==> src/rtl/seq_det_pkg.sv <==
// Shared constants for the parametrised serial pattern detector:
// overlap-mode selectors, the legal pattern-length range and the
// default pattern loaded at reset.
package seq_det_pkg;

  localparam bit OVL_ON  = 1'b1;
  localparam bit OVL_OFF = 1'b0;

  localparam int PAT_W_MIN = 2;
  localparam int PAT_W_MAX = 16;

  localparam logic [2:0] DEFAULT_PAT = 3'b101;

endpackage

==> src/rtl/sat_counter.sv <==
// Saturating up-counter used for match statistics. Clear has priority
// over increment; the count sticks at all ones instead of wrapping.
module sat_counter #(
  parameter int W = 8
) (
  input  logic         clk,
  input  logic         rst,
  input  logic         inc,
  input  logic         clr,
  output logic [W-1:0] count
);

  localparam logic [W-1:0] MAX_VAL = '1;

  logic [W-1:0] cnt_q;
  logic [W-1:0] cnt_d;

  // Next count: clear wins, otherwise step up unless already saturated.
  always_comb begin
    cnt_d = cnt_q;
    if (clr) begin
      cnt_d = '0;
    end else if (inc && (cnt_q != MAX_VAL)) begin
      cnt_d = cnt_q + 1'b1;
    end
  end

  // Count register with synchronous reset.
  always_ff @(posedge clk) begin
    if (rst) begin
      cnt_q <= '0;
    end else begin
      cnt_q <= cnt_d;
    end
  end

  assign count = cnt_q;

endmodule

==> src/rtl/sequence_detector_param.sv <==
// Bit-serial pattern detector with a run-time loadable pattern and
// don't-care mask. A history window collects valid bits; once the window
// is full, each new bit is compared under the mask and a match produces a
// registered one-cycle pulse and bumps a saturating match counter.
module sequence_detector_param
  import seq_det_pkg::*;
#(
  parameter int             PAT_W     = 3,
  parameter logic [PAT_W-1:0] PAT_INIT  = PAT_W'(DEFAULT_PAT),
  parameter logic [PAT_W-1:0] MASK_INIT = '1,
  parameter bit             OVERLAP   = OVL_ON,
  parameter int             CNT_W     = 8
) (
  input  logic             clk,
  input  logic             rst,
  input  logic             in_valid,
  input  logic             in_bit,
  input  logic             clear,
  input  logic             pat_load,
  input  logic [PAT_W-1:0] pat_in,
  input  logic [PAT_W-1:0] mask_in,
  output logic             detected,
  output logic [CNT_W-1:0] match_count,
  output logic             armed
);

  localparam int               FILL_W = $clog2(PAT_W + 1);
  localparam logic [FILL_W-1:0] FULL  = FILL_W'(PAT_W);

  if ((PAT_W < PAT_W_MIN) || (PAT_W > PAT_W_MAX)) begin : g_bad_pat_w
    $error("sequence_detector_param: PAT_W out of legal range");
  end

  logic [PAT_W-1:0]  hist_q, hist_d;
  logic [FILL_W-1:0] fill_q, fill_d;
  logic [PAT_W-1:0]  pat_q, pat_d;
  logic [PAT_W-1:0]  mask_q, mask_d;
  logic              det_q, det_d;

  logic [PAT_W-1:0]  shifted;
  logic [FILL_W-1:0] fill_next;
  logic              match;
  logic              cnt_inc;
  logic              cnt_clr;

  // Next-state: clear beats pattern load beats an accepted bit; a match is
  // judged on the window as it will look after this bit shifts in.
  always_comb begin
    hist_d    = hist_q;
    fill_d    = fill_q;
    pat_d     = pat_q;
    mask_d    = mask_q;
    det_d     = 1'b0;
    cnt_inc   = 1'b0;
    cnt_clr   = 1'b0;
    shifted   = {hist_q[PAT_W-2:0], in_bit};
    fill_next = (fill_q == FULL) ? FULL : fill_q + 1'b1;
    match     = (((shifted ^ pat_q) & mask_q) == '0) && (fill_next == FULL);

    if (clear) begin
      hist_d  = '0;
      fill_d  = '0;
      cnt_clr = 1'b1;
    end else if (pat_load) begin
      pat_d  = pat_in;
      mask_d = mask_in;
      hist_d = '0;
      fill_d = '0;
    end else if (in_valid) begin
      hist_d = shifted;
      fill_d = fill_next;
      if (match) begin
        det_d   = 1'b1;
        cnt_inc = 1'b1;
        if (OVERLAP == OVL_OFF) begin
          hist_d = '0;
          fill_d = '0;
        end
      end
    end
  end

  // State registers; reset restores the power-on pattern and mask.
  always_ff @(posedge clk) begin
    if (rst) begin
      hist_q <= '0;
      fill_q <= '0;
      pat_q  <= PAT_INIT;
      mask_q <= MASK_INIT;
      det_q  <= 1'b0;
    end else begin
      hist_q <= hist_d;
      fill_q <= fill_d;
      pat_q  <= pat_d;
      mask_q <= mask_d;
      det_q  <= det_d;
    end
  end

  sat_counter #(.W(CNT_W)) u_match_cnt (
    .clk   (clk),
    .rst   (rst),
    .inc   (cnt_inc),
    .clr   (cnt_clr),
    .count (match_count)
  );

  assign detected = det_q;
  assign armed    = (fill_q == FULL);

endmodule

==> config.mk <==
export PLATFORM = sky130hd
export DESIGN_NAME = sequence_detector_param
export DESIGN_NICKNAME = d
export VERILOG_FILES = /design/src/rtl/seq_det_pkg.sv /design/src/rtl/sat_counter.sv /design/src/rtl/sequence_detector_param.sv
export SDC_FILE = /design/constraint.sdc
export NUM_CORES = 1
export LEC_CHECK = 0
export ABC_AREA = 1
export ABC_CLOCK_PERIOD_IN_PS = 2720
export BUFFER_PORTS_ARGS = -buffer_cell sky130_fd_sc_hd__buf_2
export CAP_MARGIN = 15
export CORE_UTILIZATION = 55
export DETAILED_ROUTE_END_ITERATION = 16
export HOLD_SLACK_MARGIN = 0.06
export MAX_ROUTING_LAYER = met4
export PLACE_DENSITY_LB_ADDON = 0.2
export SLEW_MARGIN = 0
export SYNTH_ARGS = -nofsm -noshare
export SYNTH_HDL_FRONTEND = slang
export SYNTH_HIERARCHICAL = 1
export SYNTH_SLANG_ARGS = --single-unit
==> constraint.sdc <==
create_clock -name clk -period 2.72 [get_ports clk]
set_input_delay 0.816 -clock clk [delete_from_list [all_inputs] [get_ports clk]]
set_output_delay 0.816 -clock clk [all_outputs]
set_load 0.03 [all_outputs]
---- Word-level counts from Yosys, hierarchy flattened ----
Cells that the tools add are included.
W data, S select, Z words.
storage, ports and cells
  output and inout bits ................... 10
  bits in registers ....................... 19
  logic and storage cells ................. 26
  input port bits ......................... 12
cells by class
  add/sub/neg operators ................... 2
  multiplexer cells ....................... 6
  reductions and logical operators ........ 6
  bitwise operators ....................... 3
  equal/unequal tests ..................... 3
operators by type and width
  cell                   number
  $add A8 B1 Y8 const B  1
  $ne A8 B8 Y1 const B   1
  $mux W1                5
  $eq A2 B2 Y1 const B   2
  $and A3 B3 Y3          1
  $logic_not A3 Y1       1
  $reduce_or A3 Y1       1
  $xor A3 B3 Y3          1
  $add A2 B1 Y2 const B  1
  $logic_and A1 B1 Y1    2
  $mux W2                1
  $reduce_and A2 Y1      1
  $reduce_or A2 Y1       1
  $not A1 Y1             1

---- Logic depth before layout (Yosys ltp) ----
Gate-level depths: netlist (run 1).
  word-level depth ........................ 9
  gate-level depth with buffers ........... 11
  gate-level depth less buffers ........... 11

---- Hierarchy ----
The synthesis (run 1) kept the hierarchy.
modules (own cells, without submodules)
  module                   sequential area each (µm²)  cells an instance  instances  area an instance (µm²)
  sat_counter              160.2                       73                 1          460.4
  sequence_detector_param  220.2                       68                 1          460.4

---- Least setup slack after synthesis (run 1) ----
No wires, ideal clock.
  kind .................................... in2reg
  start point ............................. in pat_load
  end point ............................... reg u_match_cnt.cnt_q[7], in the netlist u_match_cnt/count[7]
  data arrival time ....................... 1719 ps
  buffers on the path ..................... 1
  required time ........................... 2603 ps
  library setup time ...................... 117 ps
  slack ................................... 884 ps
  stages .................................. 9
  path through ............................ nor2_2 > nand3_1 > nor2_1 > nand2_1 > inv_1 > clkbuf_1 > nand2_1 > nor2_1 > nor2_1
between the ends
  cells in the longest elaborated chain, start to end .. 3
RTL lines
  element                 RTL line                       source
  start: declaration      sequence_detector_param.sv:19  input logic pat_load,
  $mux W1 (2 in series)   --
  via cnt_inc             sequence_detector_param.sv:43  logic cnt_inc;
  $logic_and A1 B1 Y1     sat_counter.sv:23              end else if (inc && (cnt_q != MAX_VAL)) begin
  end signal: assignment  sat_counter.sv:33              cnt_q <= cnt_d;
  end: declaration        sat_counter.sv:15              logic [W-1:0] cnt_q;
The timed path passes the listed nets, and every way through them passes these cells.
A chain may end at the register's enable or synchronous reset.

---- Final worst setup path (run 1) ----
  start point ............................. in clear
  end point ............................... reg u_match_cnt.cnt_q[3], in the netlist u_match_cnt/count[3]
between the ends
  cells in the longest elaborated chain, start to end .. 2
  elaborated cells between the ends (all ways) .. 4
  those cells by class .................... mux (2); reduce/logical (2)
RTL lines
  element              RTL line                       source
  start: declaration   sequence_detector_param.sv:18  input logic clear,
  $mux W1              --
  via cnt_inc          sequence_detector_param.sv:43
  $logic_and A1 B1 Y1  sat_counter.sv:23
The timed path passes the listed nets, and every way through them passes these cells.

==> results.sh, run 1 <==
export IMPL_nFillCells=139
export IMPL_path_clk_slew_ps=110
export IMPL_worst_path_buf_inv=3
export IMPL_worst_r2r_startpoint="hist_q[0]$_SDFFE_PP0P_"
export IMPL_total_power_uw=471
export IMPL_drive_gt1_share_pct=20.6
export IMPL_seq_area_frac_synth_pct=41.3
export IMPL_finClkSkew_ps=5.81
export IMPL_worstSetupEndpointType="register"
export IMPL_yosys_warnings=6
export IMPL_critPathLaunch="clear"
export IMPL_hold_path_startpoint="mask_q[1]$_SDFFE_PP1P_"
export IMPL_clkLatencyLatePin_ps=290
export IMPL_hold_slack_ps=476
export IMPL_cp_top_family="simple AND/OR/NAND/NOR gates"
export IMPL_number_of_i_o_port_buffers=21
export IMPL_dr_total_vias=903
export IMPL_power_sequential_fraction_pct=61.4
export IMPL_tritoncts_num_buffers=3
export IMPL_wire_per_inst_um=9.57
export IMPL_post_synth_top_area_fraction_pct=41.3
export IMPL_max_vdd_ir_drop_v=0.000463
export IMPL_outcome="finished, final reports clean"
export IMPL_total_leakage_power_nw=0.521
export IMPL_clockRootBuffer="sky130_fd_sc_hd__clkbuf_4"
export IMPL_flow_area_growth_from_synthesis_pct=16.2
export IMPL_relative_slew_margins_pct=65.8
export IMPL_first_global_vias=738
export IMPL_crit_path_frequent_cell="sky130_fd_sc_hd__nor2_1"
export IMPL_final_antenna_net_count=0
export IMPL_number_of_antenna_violations_at_the_first_check_in_global_routing=0
export IMPL_design_final_nets=179
export IMPL_synth_area_um2=921
export IMPL_grt_usage_pct=21.6
export IMPL_final_instance_count_excl_fill=181
export IMPL_standard_cell_with_the_maximum_stage_delay_on_the_critical_path="sky130_fd_sc_hd__inv_1"
export IMPL_numPlacedInstances=177
export IMPL_synth_top_area_cell="sky130_fd_sc_hd__dfxtp_1"
export IMPL_post_synth_inst_count=141
export IMPL_ys_seq_elements=19
export IMPL_dr_max_layer_used="met3"
export IMPL_setup_viol=0
export IMPL_boundaryPins=22
export IMPL_crit_path_start_kind="primary input"
export IMPL_hold_buffers=0
export IMPL_chipHeight_um=42.9
export IMPL_max_cap_violations=0
export IMPL_cts_post_setup_buffers_inserted=0
export IMPL_power_share_clock_pct=30.5
export IMPL_wl_met1_um=916
export IMPL_total_length_of_routed_met2_wires_um=759
export IMPL_tightest_hold_check_type="reg -> reg"
export IMPL_starting_density_of_the_core_pct=59.7
export IMPL_power_density_nw_per_um2=440
export IMPL_die_w_um=42.9
export IMPL_pin_count_of_the_biggest_net_entering_global_routing=13
export IMPL_synth_nets=154
export IMPL_crit_path_max_incr_delay_ps=260
export IMPL_finalHoldViolations=0
export IMPL_final_max_slew_viol_count=0
export IMPL_post_cts_resize_count=0
export IMPL_max_clock_freq_ghz=0.555
export IMPL_grt_pass1_wl_um=3020
export IMPL_met3RoutedLength_um=55
export IMPL_firstDrtPassIters=4
export IMPL_core_region_area_um2=1540
export IMPL_place_detailed_hpwl_um=1320
export IMPL_totalWireLength_um=1730
export IMPL_arrival_ps=2000
export IMPL_rsz0062_at_grt="false"
export IMPL_internal_power_uw=356
export IMPL_place_gp_congestion=0.844
export IMPL_routed_via_density=4.99
export IMPL_rows=14
export IMPL_clock_tree_htree_level_count=1
export IMPL_total_die_area_um2=1840
export IMPL_remaining_drc_errors=0
export IMPL_chain_of_cells_forming_the_critical_path="buf_2 > nor2_2 > nand3_1 > nor2_1 > nand2_1 > inv_1 > inv_1 > nor2_1 > nand3_1 > nand2_1 > nor2_1"
export IMPL_cts_buffer_depth=2
export IMPL_totalNegativeSetupSlack_ps=0
export IMPL_number_of_different_library_cells_in_the_post_synthesis_netlist=16
export IMPL_timing_critical_path_required_ps=2920
export IMPL_crit_type="in -> reg"
export IMPL_overflow=0
export IMPL_clock_sinks=19
export IMPL_power_share_combinational_pct=8.2
export IMPL_final_min_period_over_clock_period_pct=66.2
export IMPL_tightestPinTransition_ps=511
export IMPL_antennaDiodeCount=0
export IMPL_switching_share_pct=24.5
export IMPL_p_switching_uw=116
export IMPL_tritoncts="done"
export IMPL_first_iter_violations=30
export IMPL_critical_path_max_fanout=12
export IMPL_final_min_clock_period_ps=1800
export IMPL_postSynthAreaPerCell_um2=6.53
export IMPL_synth_top_cells_by_area="sky130_fd_sc_hd__dfxtp_1 41%, sky130_fd_sc_hd__nand2_1 17%, sky130_fd_sc_hd__nor2_1 11%"
[cells in the mapped netlist]
cell	number
sky130_fd_sc_hd__nor2_2	2
sky130_fd_sc_hd__nor2_4	2
sky130_fd_sc_hd__inv_1	12
sky130_fd_sc_hd__a21oi_1	9
sky130_fd_sc_hd__nor3_1	1
sky130_fd_sc_hd__ha_1	1
sky130_fd_sc_hd__o21ai_0	3
sky130_fd_sc_hd__nor2_1	28
sky130_fd_sc_hd__dfxtp_1	19
sky130_fd_sc_hd__clkbuf_1	1
sky130_fd_sc_hd__nand3_1	15
sky130_fd_sc_hd__nand2_1	42
sky130_fd_sc_hd__nand3_4	1
sky130_fd_sc_hd__nand2_2	1
sky130_fd_sc_hd__inv_2	3
sky130_fd_sc_hd__nand4_1	1
[layout make-up]
cell class / instances / area (um2) / area share [%]
well taps: 16 / 20.0 / 1.87
clock buffers: 3 / 22.5 / 2.11
clock inverters: 1 / 5.00 / 0.468
flip-flops and latches: 19 / 380 / 35.6
inverters: 15 / 56.3 / 5.26
multi-input cells: 106 / 480 / 44.9
repair buffers: 21 / 105 / 9.82
[state kept, by name, indices dropped and copies added (netlist names)]
| register | count |
|---|---|
| u_match_cnt/count | 8 |
| mask_q | 3 |
| pat_q | 3 |
| fill_q | 2 |
| hist_q | 2 |
| detected | 1 |
[per-stage QoR]
stage	utilization, %	instance area (um2)	setup WS, ps
after global routing	69.4	1070	759
after detailed placement	67.6	1040	625
final	69.4	1070	920
after global placement	67.6	1040	662
after floorplan	-	921	884
after CTS	69.4	1070	913
[final timing paths]
kind,depth (start not counted),slack [ps],endpoint
setup / recovery,11,920,u_match_cnt/count[3]$_SDFFE_PP0P_
hold / removal,2,480,mask_q[1]$_SDFFE_PP1P_
setup reg to reg,11,1150,u_match_cnt/count[3]$_SDFFE_PP0P_
hold reg to reg,2,480,mask_q[1]$_SDFFE_PP1P_
[cells by family (layout without fill, tap and decap cells)]
kind of cell / Yosys count / in the layout / share of synthesized area, %
and+or+nand+nor: 93 / 93 / 44.3
DFF: 19 / 19 / 41.3
buffers and inverters: 16 / 40 / 6.52
AOI/OAI and AO/OA: 12 / 12 / 6.52
adders and majority gates: 1 / 1 / 1.36
[cells in the final DEF (no fill, tap or decap), drive strengths merged]
master | netlist | routed
clkbuf | 1 | 3
dfxtp | 19 | 19
inv | 15 | 15
nor2 | 32 | 32
nand3 | 16 | 16
buf | 0 | 21
a21oi | 9 | 9
clkinv | 0 | 1
nand4 | 1 | 1
ha | 1 | 1
nor3 | 1 | 1
o21ai | 3 | 3
nand2 | 43 | 43
[routing by layer]
metal / up-vias / GRT usage (%)
met5: - / -
met4: 0 / 5.63
met3: 0 / 3.83
met2: 16 / 31.2
met1: 396 / 31.0
li1: 491 / -
[power groups by stage]
stage | logic, mW | clock network, mW | registers [mW]
2_1_floorplan | 0.0233 | 0 | 0.295
3_3_place_gp | 0.0371 | 0 | 0.295
3_5_place_dp | 0.0384 | 0 | 0.295
4_1_cts | 0.0388 | 0.152 | 0.289
5_1_grt | 0.0448 | 0.159 | 0.290
6_report | 0.0385 | 0.144 | 0.289
[worst register-to-register path, cell delays in order (launching register included)]
cell                      delay (ps)
sky130_fd_sc_hd__dfxtp_1         410
sky130_fd_sc_hd__nand2_1          70
sky130_fd_sc_hd__nand2_1          60
sky130_fd_sc_hd__nor2_1           40
sky130_fd_sc_hd__nor2_1          110
sky130_fd_sc_hd__nand2_1          90
sky130_fd_sc_hd__inv_1           260
sky130_fd_sc_hd__inv_1           100
sky130_fd_sc_hd__nor2_1          150
sky130_fd_sc_hd__nand3_1          90
sky130_fd_sc_hd__nand2_1          70
sky130_fd_sc_hd__nor2_1           40
Power figures use the tool's default switching activity.
==> run 2: changes to the inputs <==
--- a/config.mk
+++ b/config.mk
@@ -6,10 +6,10 @@
 export NUM_CORES = 1
 export LEC_CHECK = 0
 export ABC_AREA = 1
-export ABC_CLOCK_PERIOD_IN_PS = 2720
+export ABC_CLOCK_PERIOD_IN_PS = 1900
 export BUFFER_PORTS_ARGS = -buffer_cell sky130_fd_sc_hd__buf_2
 export CAP_MARGIN = 15
-export CORE_UTILIZATION = 55
+export CORE_UTILIZATION = 51
 export DETAILED_ROUTE_END_ITERATION = 16
 export HOLD_SLACK_MARGIN = 0.06
 export MAX_ROUTING_LAYER = met4
==> constraint.sdc (replaced) <==
create_clock -name clk -period 1.9 [get_ports clk]
set_input_delay 0.57 -clock clk [delete_from_list [all_inputs] [get_ports clk]]
set_output_delay 0.57 -clock clk [all_outputs]
set_load 0.03 [all_outputs]
==> run 2 against run 1 <==
Net effect:
- clock skew fell by 5.0 ps
- highest routed layer is now met4
- critical endpoint is now armed
- critical path depth fell by 8
- clock power rose by 39%
- worst setup slack got worse by 550 ps
- wire length rose by 6.0%
- hold slack got worse by 8.8 ps
- sequential cell count did not move
- global-route usage barely moved
- final cell count rose by 5.5%
==> results.sh, run 2 (synthesis gave the netlist of run 1 again) <==
export IMPL_outcome="finished, final reports clean"
export IMPL_antennaDiodeCount=0
export IMPL_path_clk_slew_ps=100
export IMPL_remaining_drc_errors=0
export IMPL_number_of_i_o_port_buffers=21
export IMPL_largest_register_ffs=8
export IMPL_postLayoutCoreUtil_pct=68.6
export IMPL_number_of_antenna_violations_at_the_first_check_in_global_routing=0
export IMPL_chipHeight_um=44.5
export IMPL_totalWireLength_um=1840
export IMPL_reg2reg_depth=11
export IMPL_total_die_area_um2=1980
export IMPL_rows=14
export IMPL_core_region_area_um2=1590
export IMPL_max_vdd_ir_drop_v=0.000605
export IMPL_pin_count_of_the_biggest_net_entering_global_routing=11
export IMPL_final_max_slew_viol_count=0
export IMPL_layout_commonest_cell="sky130_fd_sc_hd__nand2_1"
export IMPL_final_min_period_over_clock_period_pct=80.7
export IMPL_relative_slew_margins_pct=85.5
export IMPL_final_min_clock_period_ps=1530
export IMPL_overflow=0
export IMPL_mostFrequentLayoutCells="42 x sky130_fd_sc_hd__nand2_1, 28 x sky130_fd_sc_hd__nor2_1, 21 x sky130_fd_sc_hd__buf_2"
export IMPL_firstDrtPassIters=4
export IMPL_tightestPinTransition_ps=217
export IMPL_first_global_vias=758
export IMPL_totalNegativeSetupSlack_ps=0
export IMPL_finish_instance_area_um2=1090
export IMPL_total_power_uw=671
export IMPL_finalHoldViolations=0
export IMPL_hold_path_startpoint="rst"
export IMPL_worst_hold_path_endpoint="detected$_SDFF_PP0_"
export IMPL_arrival_ps=960
export IMPL_die_w_um=44.5
export IMPL_total_leakage_power_nw=0.529
export IMPL_worst_reg2reg_setup_slack_ps=450
export IMPL_flow_area_growth_from_synthesis_pct=18.8
export IMPL_timing_critical_path_required_ps=1330
export IMPL_grt_usage_pct=21.6
export IMPL_first_iter_violations=25
export IMPL_cts_buffer_depth=2
export IMPL_crit_path_start_kind="register"
export IMPL_hold_path_depth=2
export IMPL_final_antenna_net_count=0
export IMPL_clkLatencyLatePin_ps=290
export IMPL_clock_tree_htree_level_count=1
export IMPL_rsz0062_at_grt="false"
export IMPL_place_detailed_hpwl_um=1420
export IMPL_finClkSkew_ps=0.763
export IMPL_tightest_hold_check_type="in -> reg"
export IMPL_critical_path_max_fanout=4
export IMPL_timing_rr_end="u_match_cnt/count[3]$_SDFFE_PP0P_"
export IMPL_tritoncts_num_buffers=3
export IMPL_max_cap_violations=0
export IMPL_design_final_nets=181
export IMPL_clockRootBuffer="sky130_fd_sc_hd__clkbuf_4"
export IMPL_dr_total_vias=925
export IMPL_boundaryPins=22
export IMPL_wire_per_inst_um=9.61
export IMPL_routed_via_density=4.84
export IMPL_clock_sinks=19
export IMPL_place_gp_congestion=0.824
export IMPL_worstSetupEndpointType="primary output"
export IMPL_starting_density_of_the_core_pct=57.8
export IMPL_placed_cell_area_um2=1070
export IMPL_hold_buffers=0
export IMPL_power_density_nw_per_um2=613
export IMPL_cts_post_setup_buffers_inserted=0
export IMPL_crit_type="reg -> out"
export IMPL_grt_pass1_wl_um=3100
export IMPL_max_clock_freq_ghz=0.652
export IMPL_tritoncts="done"
export IMPL_post_cts_resize_count=0
export IMPL_worst_r2r_startpoint="hist_q[0]$_SDFFE_PP0P_"
export IMPL_drive_gt1_share_pct=21.0
export IMPL_setup_viol=0
## run 2: cell count changes in the layout (fill, tap and decap cells not counted)
cell	previous run	this run
sky130_fd_sc_hd__clkinv_2	1	0
sky130_fd_sc_hd__clkbuf_1	0	1
sky130_fd_sc_hd__buf_4	0	2
## run 2: per-layer routing
metal	track usage (%)	vias up	part of all wire, %
li1	-	496	-
met1	28.4	408	49
met2	33.5	19	46
met3	4.90	2	4.0
met4	5.45	0	0.71
met5	-	-	0
## run 2: per-stage QoR
step	hold WS (ps)	cells	worst slack (ps)
after floorplan	429	141	310
after global placement	442	187	163
after detailed placement	448	187	127
after CTS	462	191	353
after global routing	449	191	301
final	467	191	367
## run 2: final cells by class
| cell class | instances | area (um2) |
|---|---|---|
| Fill cell | 147 | 500 |
| Multi-Input combinational cell | 106 | 480 |
| Sequential cell | 19 | 380 |
| Timing Repair Buffer | 23 | 120 |
| Inverter | 15 | 56.3 |
| Tap cell | 24 | 30.0 |
| Clock buffer | 4 | 26.3 |
## run 2: report_power, final
group          leakage [nW]  switching (mW)  internal (mW)  total [mW]
registers             0.154         0.00630          0.408       0.414
clock network        0.0150           0.119         0.0815       0.200
logic                 0.359          0.0322         0.0241      0.0563
## run 2: critical path: stages, from the launching register on
cell and delay, ps:
sky130_fd_sc_hd__dfxtp_1 390, sky130_fd_sc_hd__nand2_1 60, sky130_fd_sc_hd__inv_1 50, sky130_fd_sc_hd__buf_2 180
## run 2: worst max path at each step
stage                                         to  slack [ps]  cells after the start                    from
2_1_floorplan  u_match_cnt/count[7]$_SDFFE_PP0P_         310                      9                pat_load
3_3_place_gp   u_match_cnt/count[3]$_SDFFE_PP0P_         160                     11                   clear
3_5_place_dp   u_match_cnt/count[3]$_SDFFE_PP0P_         130                     11                   clear
4_1_cts                                    armed         350                      3  fill_q[1]$_SDFFE_PP0P_
5_1_grt        u_match_cnt/count[3]$_SDFFE_PP0P_         300                     11                   clear
6_report                                   armed         370                      3  fill_q[1]$_SDFFE_PP0P_
